**config.mk**
```make
export PLATFORM = sky130hd
export DESIGN_NAME = burst_meter
export DESIGN_NICKNAME = d
export VERILOG_FILES = /design/src/rtl/burst_meter_pkg.sv /design/src/rtl/burst_meter_sat_counter.sv /design/src/rtl/burst_meter.sv
export SDC_FILE = /design/constraint.sdc
export NUM_CORES = 1
export LEC_CHECK = 0
export ABC_AREA = 1
export CAP_MARGIN = 20
export CORE_MARGIN = 3
export CORE_UTILIZATION = 57
export CTS_CLUSTER_DIAMETER = 150
export DETAILED_ROUTE_END_ITERATION = 16
export GPL_ROUTABILITY_DRIVEN = 1
export PLACE_DENSITY = 0.84
export REMOVE_ABC_BUFFERS = 1
export SYNTH_ARGS = -nofsm -noshare
export SYNTH_HDL_FRONTEND = slang
export SYNTH_HIERARCHICAL = 1
export SYNTH_SLANG_ARGS = --single-unit
export TNS_END_PERCENT = 20
```
**constraint.sdc**
```tcl
create_clock -name clk -period 2 [get_ports clk]
set_input_delay 0.4 -clock clk [delete_from_list [all_inputs] [get_ports clk]]
set_output_delay 0.4 -clock clk [all_outputs]
set_load 0.05 [all_outputs]
```
**src/rtl/burst_meter_pkg.sv**
```systemverilog
// Shared constants for burst_meter: FSM state encoding and default widths.
package burst_meter_pkg;

  localparam int STATE_W    = 1;
  localparam int LEN_W_DEF  = 8;
  localparam int DROP_W_DEF = 4;

  typedef enum logic [STATE_W-1:0] {
    IDLE  = 1'b0,
    COUNT = 1'b1
  } state_e;

endpackage

```
**src/rtl/burst_meter_sat_counter.sv**
```systemverilog
// Saturating up-counter with a sticky overflow bit that is set when an
// increment is requested while the count already sits at its maximum.
module sat_counter #(
  parameter int W = 8
) (
  input  logic         clk,
  input  logic         rst_n,
  input  logic         clr,
  input  logic         load1,
  input  logic         inc,
  output logic [W-1:0] cnt,
  output logic         sat
);

  localparam logic [W-1:0] ONE = W'(1);

  // Count register: clear, load to one, or saturating increment.
  always_ff @(posedge clk or negedge rst_n) begin
    if (!rst_n) begin
      cnt <= '0;
      sat <= 1'b0;
    end else if (clr) begin
      cnt <= '0;
      sat <= 1'b0;
    end else if (load1) begin
      cnt <= ONE;
      sat <= 1'b0;
    end else if (inc) begin
      if (cnt == {W{1'b1}}) begin
        sat <= 1'b1;
      end else begin
        cnt <= cnt + ONE;
      end
    end else begin
      cnt <= cnt;
      sat <= sat;
    end
  end

endmodule

```
**src/rtl/burst_meter.sv**
```systemverilog
// Measures burst lengths from an upstream run/fin tracker and presents them
// through a one-entry valid/ready register. Optional max_len tracking is
// enabled with BURST_METER_MAXTRACK_EN.
module burst_meter
  import burst_meter_pkg::*;
#(
  parameter int LEN_W  = LEN_W_DEF,
  parameter int DROP_W = DROP_W_DEF
) (
  input  logic              clk,
  input  logic              rst_n,
  input  logic              run,
  input  logic              fin,
  input  logic              len_ready,
  output logic              len_valid,
  output logic [LEN_W-1:0]  len_data,
  output logic              len_ovf,
  output logic [DROP_W-1:0] drop_cnt,
  output logic              proto_err,
`ifdef BURST_METER_MAXTRACK_EN
  output logic [LEN_W-1:0]  max_len,
`endif
  output logic              busy
);

  state_e             r_state;
  logic               r_len_valid;
  logic [LEN_W-1:0]   r_len_data;
  logic               r_len_ovf;
  logic               r_proto_err;
  logic [LEN_W-1:0]   w_cnt;
  logic               w_sat;
  logic [DROP_W-1:0]  w_drop_cnt;
  logic               w_drop_sat;
  logic               w_load;
  logic               w_inc;
  logic               w_complete;
  logic               w_out_load;
  logic               w_drop_inc;

  assign w_load     = (r_state == IDLE) & run;
  assign w_inc      = (r_state == COUNT) & run & ~fin;
  assign w_complete = (r_state == COUNT) & fin;
  // A full register that is being drained this cycle can still take the new result.
  assign w_out_load = w_complete & (~r_len_valid | len_ready);
  assign w_drop_inc = w_complete & r_len_valid & ~len_ready & ~w_drop_sat;

  sat_counter #(.W(LEN_W)) u_len_cnt (
    .clk   (clk),
    .rst_n (rst_n),
    .clr   (1'b0),
    .load1 (w_load),
    .inc   (w_inc),
    .cnt   (w_cnt),
    .sat   (w_sat)
  );

  sat_counter #(.W(DROP_W)) u_drop_cnt (
    .clk   (clk),
    .rst_n (rst_n),
    .clr   (1'b0),
    .load1 (1'b0),
    .inc   (w_drop_inc),
    .cnt   (w_drop_cnt),
    .sat   (w_drop_sat)
  );

  // Burst FSM and sticky protocol-violation flag.
  always_ff @(posedge clk or negedge rst_n) begin
    if (!rst_n) begin
      r_state     <= IDLE;
      r_proto_err <= 1'b0;
    end else begin
      case (r_state)
        IDLE: begin
          if (fin) begin
            r_proto_err <= 1'b1;
          end else begin
            r_proto_err <= r_proto_err;
          end
          if (run) begin
            r_state <= COUNT;
          end else begin
            r_state <= IDLE;
          end
        end
        COUNT: begin
          if (fin) begin
            r_state <= IDLE;
            if (run) begin
              r_proto_err <= 1'b1;
            end else begin
              r_proto_err <= r_proto_err;
            end
          end else if (!run) begin
            r_state     <= COUNT;
            r_proto_err <= 1'b1;
          end else begin
            r_state     <= COUNT;
            r_proto_err <= r_proto_err;
          end
        end
        default: begin
          r_state     <= IDLE;
          r_proto_err <= 1'b1;
        end
      endcase
    end
  end

  // One-entry output register with valid/ready handshake.
  always_ff @(posedge clk or negedge rst_n) begin
    if (!rst_n) begin
      r_len_valid <= 1'b0;
      r_len_data  <= '0;
      r_len_ovf   <= 1'b0;
    end else if (w_out_load) begin
      r_len_valid <= 1'b1;
      r_len_data  <= w_cnt;
      r_len_ovf   <= w_sat;
    end else if (r_len_valid && len_ready) begin
      r_len_valid <= 1'b0;
    end else begin
      r_len_valid <= r_len_valid;
    end
  end

`ifdef BURST_METER_MAXTRACK_EN
  logic [LEN_W-1:0] r_max_len;
  logic [LEN_W-1:0] w_cand;

  assign w_cand = w_sat ? {LEN_W{1'b1}} : w_cnt;

  // Running maximum over every completed burst, dropped ones included.
  always_ff @(posedge clk or negedge rst_n) begin
    if (!rst_n) begin
      r_max_len <= '0;
    end else if (w_complete && (w_cand > r_max_len)) begin
      r_max_len <= w_cand;
    end else begin
      r_max_len <= r_max_len;
    end
  end

  assign max_len = r_max_len;
`endif

  assign len_valid = r_len_valid;
  assign len_data  = r_len_data;
  assign len_ovf   = r_len_ovf;
  assign drop_cnt  = w_drop_cnt;
  assign proto_err = r_proto_err;
  assign busy      = (r_state == COUNT);

endmodule

```
==> flow_summary.toml, run 1 <==
[drt]
via_count = 1171
drt_iter0_markers = 20
vias_per_cell = 5.114
routedWlPerCell_um = 11.79
drc = 0
wirelength_mm = 2.700
dr.pass1.iters = 4
ant_nets = 0

[timing]
worst_pin_slew_ns = 0.5053
rsz0062_at_grt = "no"
relSlewSlack_pct = 66.26
fin_skew_ns = 0.001203
setup_tns_ns = 0
fmax_mhz = 521.3
min_period_ns = 1.918
final-setup-viol-count = 0
finalHoldViolCount = 0
setup_ws_ns = 0.08156
min_period_over_period_pct = 95.92
maxSlewViolCount = 0

[setup_path]
crit_type = "reg2out"
cp_num_buf_inv = 1
critPathCaptureType = "primary output"
path_max_fanout = 3
critPathLaunchType = "register"
crit_family = "buffers and inverters"
worstPathCellList = "clkdlybuf4s50_1"
cpPeakStageDelay_ns = 0.81
cpMaxStageDelayCell = "clkdlybuf4s50_1"
cp.arrival_ns = 1.52
cp.required_ns = 1.60

[cells_and_area]
syn_to_final_growth_pct = 23.06
finalNonFillerCells = 229
drive_gt1_share_pct = 10.95
antennaDiodeCount = 0
design_area_um2 = 1689
fin_nets = 209

[synth]
synth_cells = 169
synth_edf_count = 0
synthSimpleGateAreaFrac_pct = 37.01
synth_compound_gate_area_share_pct = 5.287
ys_seq_area_share_pct = 47.40
syn_avg_cell_area_um2 = 8.122
yosysWarnings = 6
synth_xor_area_share_pct = 3.191
synth_top_family_by_area = "simple AND/OR/NAND/NOR gates"
yosys_register_bits = 26
synth_cell_types = 24
synthArstFlopShare_pct = 100.0
mappedNetlistArea_um2 = 1373
synthFlopType = "dfrtp_1"
synthAdderAreaFrac_pct = 1.823
muxShareOfSynthArea_pct = 0

[die]
core-area_um2 = 2255
fp.dieW_um = 55.07
design.portCount = 21
die_y_um = 55.07
dieArea_um2 = 3033
rows = 17
initial_core_util_pct = 60.88

[global_routing]
grt_util_all_layers_pct = 20.99
grt_pass1_vias = 1081
grt_pass1_wl_mm = 4.457
grt_overflow = 0
antenna_found_initial = 0
grt_max_degree = 27

[pwr]
fin_total_pwr_uw = 1077
combPwrFrac_pct = 22.0
power_frac_seq_pct = 53.5
p_clk_share_pct = 24.4
pwr_density_cell_nw_per_um2 = 637.4
p_leak_uw = 0.0008844
switchingPower_uw = 340.1
p_int_uw = 736.6
vdd_ir_drop_max_v = 0.0004819
switching_share_pct = 31.59

[cts]
clock_latency_ns = 0.31
h-tree-depth = 1
cts_buffers = 3
holdBufCountCts = 0
clock_path_buffers = 2
cts_tree = "yes"
cts_setup_buffers = 0
clkSinkCount = 26
clkTransAtPathRegs_ns = 0.14
cts-root-buf = "clkbuf_4"

[run]
cap_viol_max_count = 0

[placement]
pre_cts_ws_ns = 0.08103
gp_congestion = 0.8500
place_area_um2 = 1645
place_inst = 225
port_buffers = 20
hpwlAfterDp_mm = 2.038

[min_path]
hp-class = "in2async"

[run_status]
status = "finished, final reports clean"
==> cell families (layout without fill, tap and decap cells) <==
| group | Yosys count | count (layout) |
|---|---|---|
| adder cells (fa/ha/maj) | 2 | 2 |
| XOR/XNOR | 5 | 5 |
| buffers and inverters | 18 | 44 |
| AND/OR/NAND/NOR | 107 | 107 |
| AO/OA/AOI/OAI | 10 | 10 |
| other | 1 | 7 |
| flip-flops | 26 | 26 |
==> synthesized netlist by cell type (2+ instances only) <==
library cell	count	area, µm²
ha_1	2	25.02
xnor2_1	2	17.52
nand2_1	60	225.2
nand3_1	19	95.09
nand2_4	3	33.78
xor2_1	3	26.28
dfrtp_1	26	650.6
nor2_4	3	33.78
o21ai_0	2	10.01
o21ai_2	2	17.52
inv_1	16	60.06
nor2_1	12	45.04
nand4_1	3	18.77
nand2_2	3	18.77
a21oi_1	3	15.01
nor3_1	2	10.01
==> final cells by class <==
class / count / area (µm²)
inverter: 17 / 63.81
multi-input combinational: 131 / 675.6
tap: 28 / 35.03
fill: 173 / 565.5
clock buffer: 4 / 36.28
timing repair buffer: 23 / 227.7
sequential: 26 / 650.6
==> power by group through the flow <==
stage | Clock, µW | Combinational [µW] | Sequential [µW]
after floorplan | 0 | 90.5 | 649
after global placement | 0 | 232 | 584
after detailed placement | 0 | 238 | 586
after CTS | 268 | 238 | 576
after global routing | 289 | 262 | 580
final | 263 | 237 | 576
==> cell usage in the layout, fill, tap and decap left out <==
| master | count |
|---|---|
| nor2_8 | 1 |
| inv_1 | 16 |
| clkbuf_8 | 1 |
| buf_4 | 4 |
| xor2_1 | 3 |
| dfrtp_1 | 26 |
| nand2_4 | 3 |
| clkdlybuf4s50_1 | 16 |
| nor2_4 | 3 |
| nand4_1 | 3 |
| o21ai_2 | 2 |
| dlymetal6s2s_1 | 3 |
| a31oi_1 | 1 |
| nor2_1 | 12 |
| a21oi_1 | 3 |
| clkbuf_4 | 3 |
| xnor2_1 | 2 |
| nand2_1 | 60 |
| o21a_1 | 1 |
| nor3_1 | 2 |
| o21ai_0 | 2 |
| a21oi_4 | 1 |
| ha_1 | 2 |
| inv_2 | 1 |
| nand3b_1 | 1 |
| nand2_2 | 3 |
| conb_1 | 7 |
| nand3_1 | 19 |
==> worst paths after layout <==
kind	startpoint	endpoint	slack, ns	depth (start not counted)
max reg2reg	u_len_cnt/cnt[0]	u_len_cnt/cnt[6]	0.53	7
min reg2reg	len_data[4]	len_data[4]	0.49	2
max	u_drop_cnt/cnt[1]	drop_cnt[1]	0.08	1
min in group clk	len_data[4]	len_data[4]	0.49	2
min	rst_n	u_drop_cnt/cnt[2]	0.44	2
max in group asynchronous	rst_n	u_len_cnt/cnt[7]	1.33	2
==> worst register-to-register path, stage by stage, from the launching register on <==
cell and delay [ns]:
dfrtp_1 0.47, ha_1 0.29, nand2_2 0.11, nor2_4 0.06
a21oi_4 0.25, nor2_8 0.07, nand2_1 0.07, nand2_1 0.06
==> flip-flops by register name (all words and copies together), names as in the netlist <==
signal	flops
u_len_cnt/sat	1
len_valid	1
len_data	8
u_drop_cnt/sat	1
u_drop_cnt/cnt	4
u_len_cnt/cnt	8
busy	1
proto_err	1
len_ovf	1
==> through the flow <==
stage | utilization, % | hold WS (ns)
3_5_place_dp | 72.97 | 0.4592
2_1_floorplan | - | 0.1044
5_1_grt | 74.92 | 0.4551
4_1_cts | 74.58 | 0.4347
3_3_place_gp | 72.97 | 0.4546
6_report | 74.92 | 0.4356
==> metal layers <==
metal  track usage, %  routed length [µm]
met1            26.24                1211
met2            35.43                1309
met5                0                   0
met3            3.217                 157
met4            9.717                  21
==> what timing repair did <==
action	4_1_cts	5_1_grt
endpoints found under the hold margin	0	0
setup endpoints to repair	0	3
gates resized for setup	0	3
Power figures use the tool's default switching activity.
==> run 2: changes to the inputs <==
HOLD_SLACK_MARGIN = 0.15   (was default)
==> results of run 2 <==
The final DEF is identical to that of run 1; final timing and power are the same.
==> run 3: changes to the inputs <==
PLACE_DENSITY = 0.83   (was 0.84)
TNS_END_PERCENT = 100   (was 20)
==> run 3 against run 2 <==
Clock power is 20% lower. Sequential share of layout area up 0.43 points. Global-route usage is 0.26 points lower. Die area unchanged. Final cell count shrank 0.44%. Largest cell class unchanged. Largest power group unchanged.
==> flow_summary.toml, run 3 (synthesized netlist as in run 1, its figures left out) <==
[run_status]
status = "finished, final reports clean"

[pwr]
fin_total_pwr_uw = 1023
vdd_ir_drop_max_v = 0.0004508
p_leak_uw = 0.0008672
pwr_density_cell_nw_per_um2 = 612.2

[die]
design.portCount = 21
initial_core_util_pct = 60.88
dieArea_um2 = 3033
fp.dieW_um = 55.07
core-area_um2 = 2255
die_y_um = 55.07
rows = 17

[drt]
dr.pass1.iters = 4
vias_per_cell = 5.044
drt_iter0_markers = 39
ant_nets = 0
drc = 0
routedWlPerCell_um = 11.54
wirelength_mm = 2.632
via_count = 1150

[placement]
place_area_um2 = 1643
place_inst = 225
gp_congestion = 0.8786
port_buffers = 20
hpwlAfterDp_mm = 2.108
pre_cts_ws_ns = 0.07544

[timing]
relSlewSlack_pct = 64.60
setup_ws_ns = 0.06085
finalHoldViolCount = 0
fin_skew_ns = 0.0008017
final-setup-viol-count = 0
rsz0062_at_grt = "no"
worst_pin_slew_ns = 0.5294
fmax_mhz = 515.7
setup_tns_ns = 0
maxSlewViolCount = 0
min_period_over_period_pct = 96.96
min_period_ns = 1.939

[setup_path]
cpMaxStageDelayCell = "clkdlybuf4s50_1"
cp.arrival_ns = 1.54
crit_family = "buffers and inverters"
crit_type = "reg2out"
worstPathCellList = "clkdlybuf4s50_1"
critPathLaunchType = "register"
path_max_fanout = 3
cpPeakStageDelay_ns = 0.84
cp_num_buf_inv = 1
critPathCaptureType = "primary output"
cp.required_ns = 1.60

[global_routing]
grt_pass1_wl_mm = 4.519
grt_max_degree = 27
grt_overflow = 0
grt_util_all_layers_pct = 20.72
antenna_found_initial = 0
grt_pass1_vias = 1084

[cells_and_area]
finalNonFillerCells = 228
fin_nets = 209
design_area_um2 = 1670
syn_to_final_growth_pct = 21.70
mostFrequentLayoutCells = "nand2_1, dfrtp_1, nand3_1"
drive_gt1_share_pct = 11.00
final_common_cell = "nand2_1"
antennaDiodeCount = 0

[cts]
h-tree-depth = 1
holdBufCountCts = 0
clkTransAtPathRegs_ns = 0.13
cts_tree = "yes"
cts-root-buf = "clkbuf_4"
clkSinkCount = 26
clock_latency_ns = 0.30
clock_path_buffers = 2
cts_buffers = 3

[min_path]
hp-class = "in2async"

[run]
cap_viol_max_count = 0
==> run 3: cell types whose count changed in the layout (fill, tap and decap cells not counted) <==
| cell | change |
|---|---|
| clkbuf_8 | -1 |
| dlymetal6s2s_1 | -1 |
| buf_4 | +1 |
==> run 3: timing repair <==
action | in CTS | in global routing
setup endpoints to repair | 0 | 2
gates resized for setup | 0 | 2
buffers inserted | 0 | 0
==> run 3: layout make-up <==
cell class | instances | area (µm²)
multi-input combinational | 131 | 675.6
sequential | 26 | 650.6
fill | 193 | 584.3
timing repair buffer | 23 | 222.7
inverter | 17 | 63.81
tap | 28 | 35.03
clock buffer | 3 | 22.52
==> run 3: through the flow <==
step	hold WS, ns	util [%]
6_report	0.4387	74.08
5_1_grt	0.4463	74.08
4_1_cts	0.4435	73.86
3_5_place_dp	0.4580	72.86
3_3_place_gp	0.4540	72.86
2_1_floorplan	0.1044	-
==> run 3: power by group <==
group / switching (µW) / total (µW) / internal (µW)
clock network: 140 / 211 / 70.3
logic: 161 / 235 / 74.5
registers: 26.5 / 577 / 550
==> run 3: worst paths after layout <==
path / startpoint / to / slack [ns] / cells after the start
worst max register to register: busy / u_drop_cnt/cnt[2] / 0.49 / 7
max in group asynchronous: rst_n / len_data[6] / 1.32 / 2
min in group clk: len_data[6] / len_data[6] / 0.49 / 2
worst max-delay path: u_drop_cnt/cnt[1] / drop_cnt[1] / 0.06 / 1
worst min register to register: len_data[6] / len_data[6] / 0.49 / 2
worst min-delay path: rst_n / len_data[2] / 0.44 / 2
==> run 3: layer usage <==
layer  routed length, µm  global-route usage [%]
met2                1357                   37.60
met3                  99                   2.413
met1                1157                   25.08
met5                   0                       0
met4                  17                   7.287
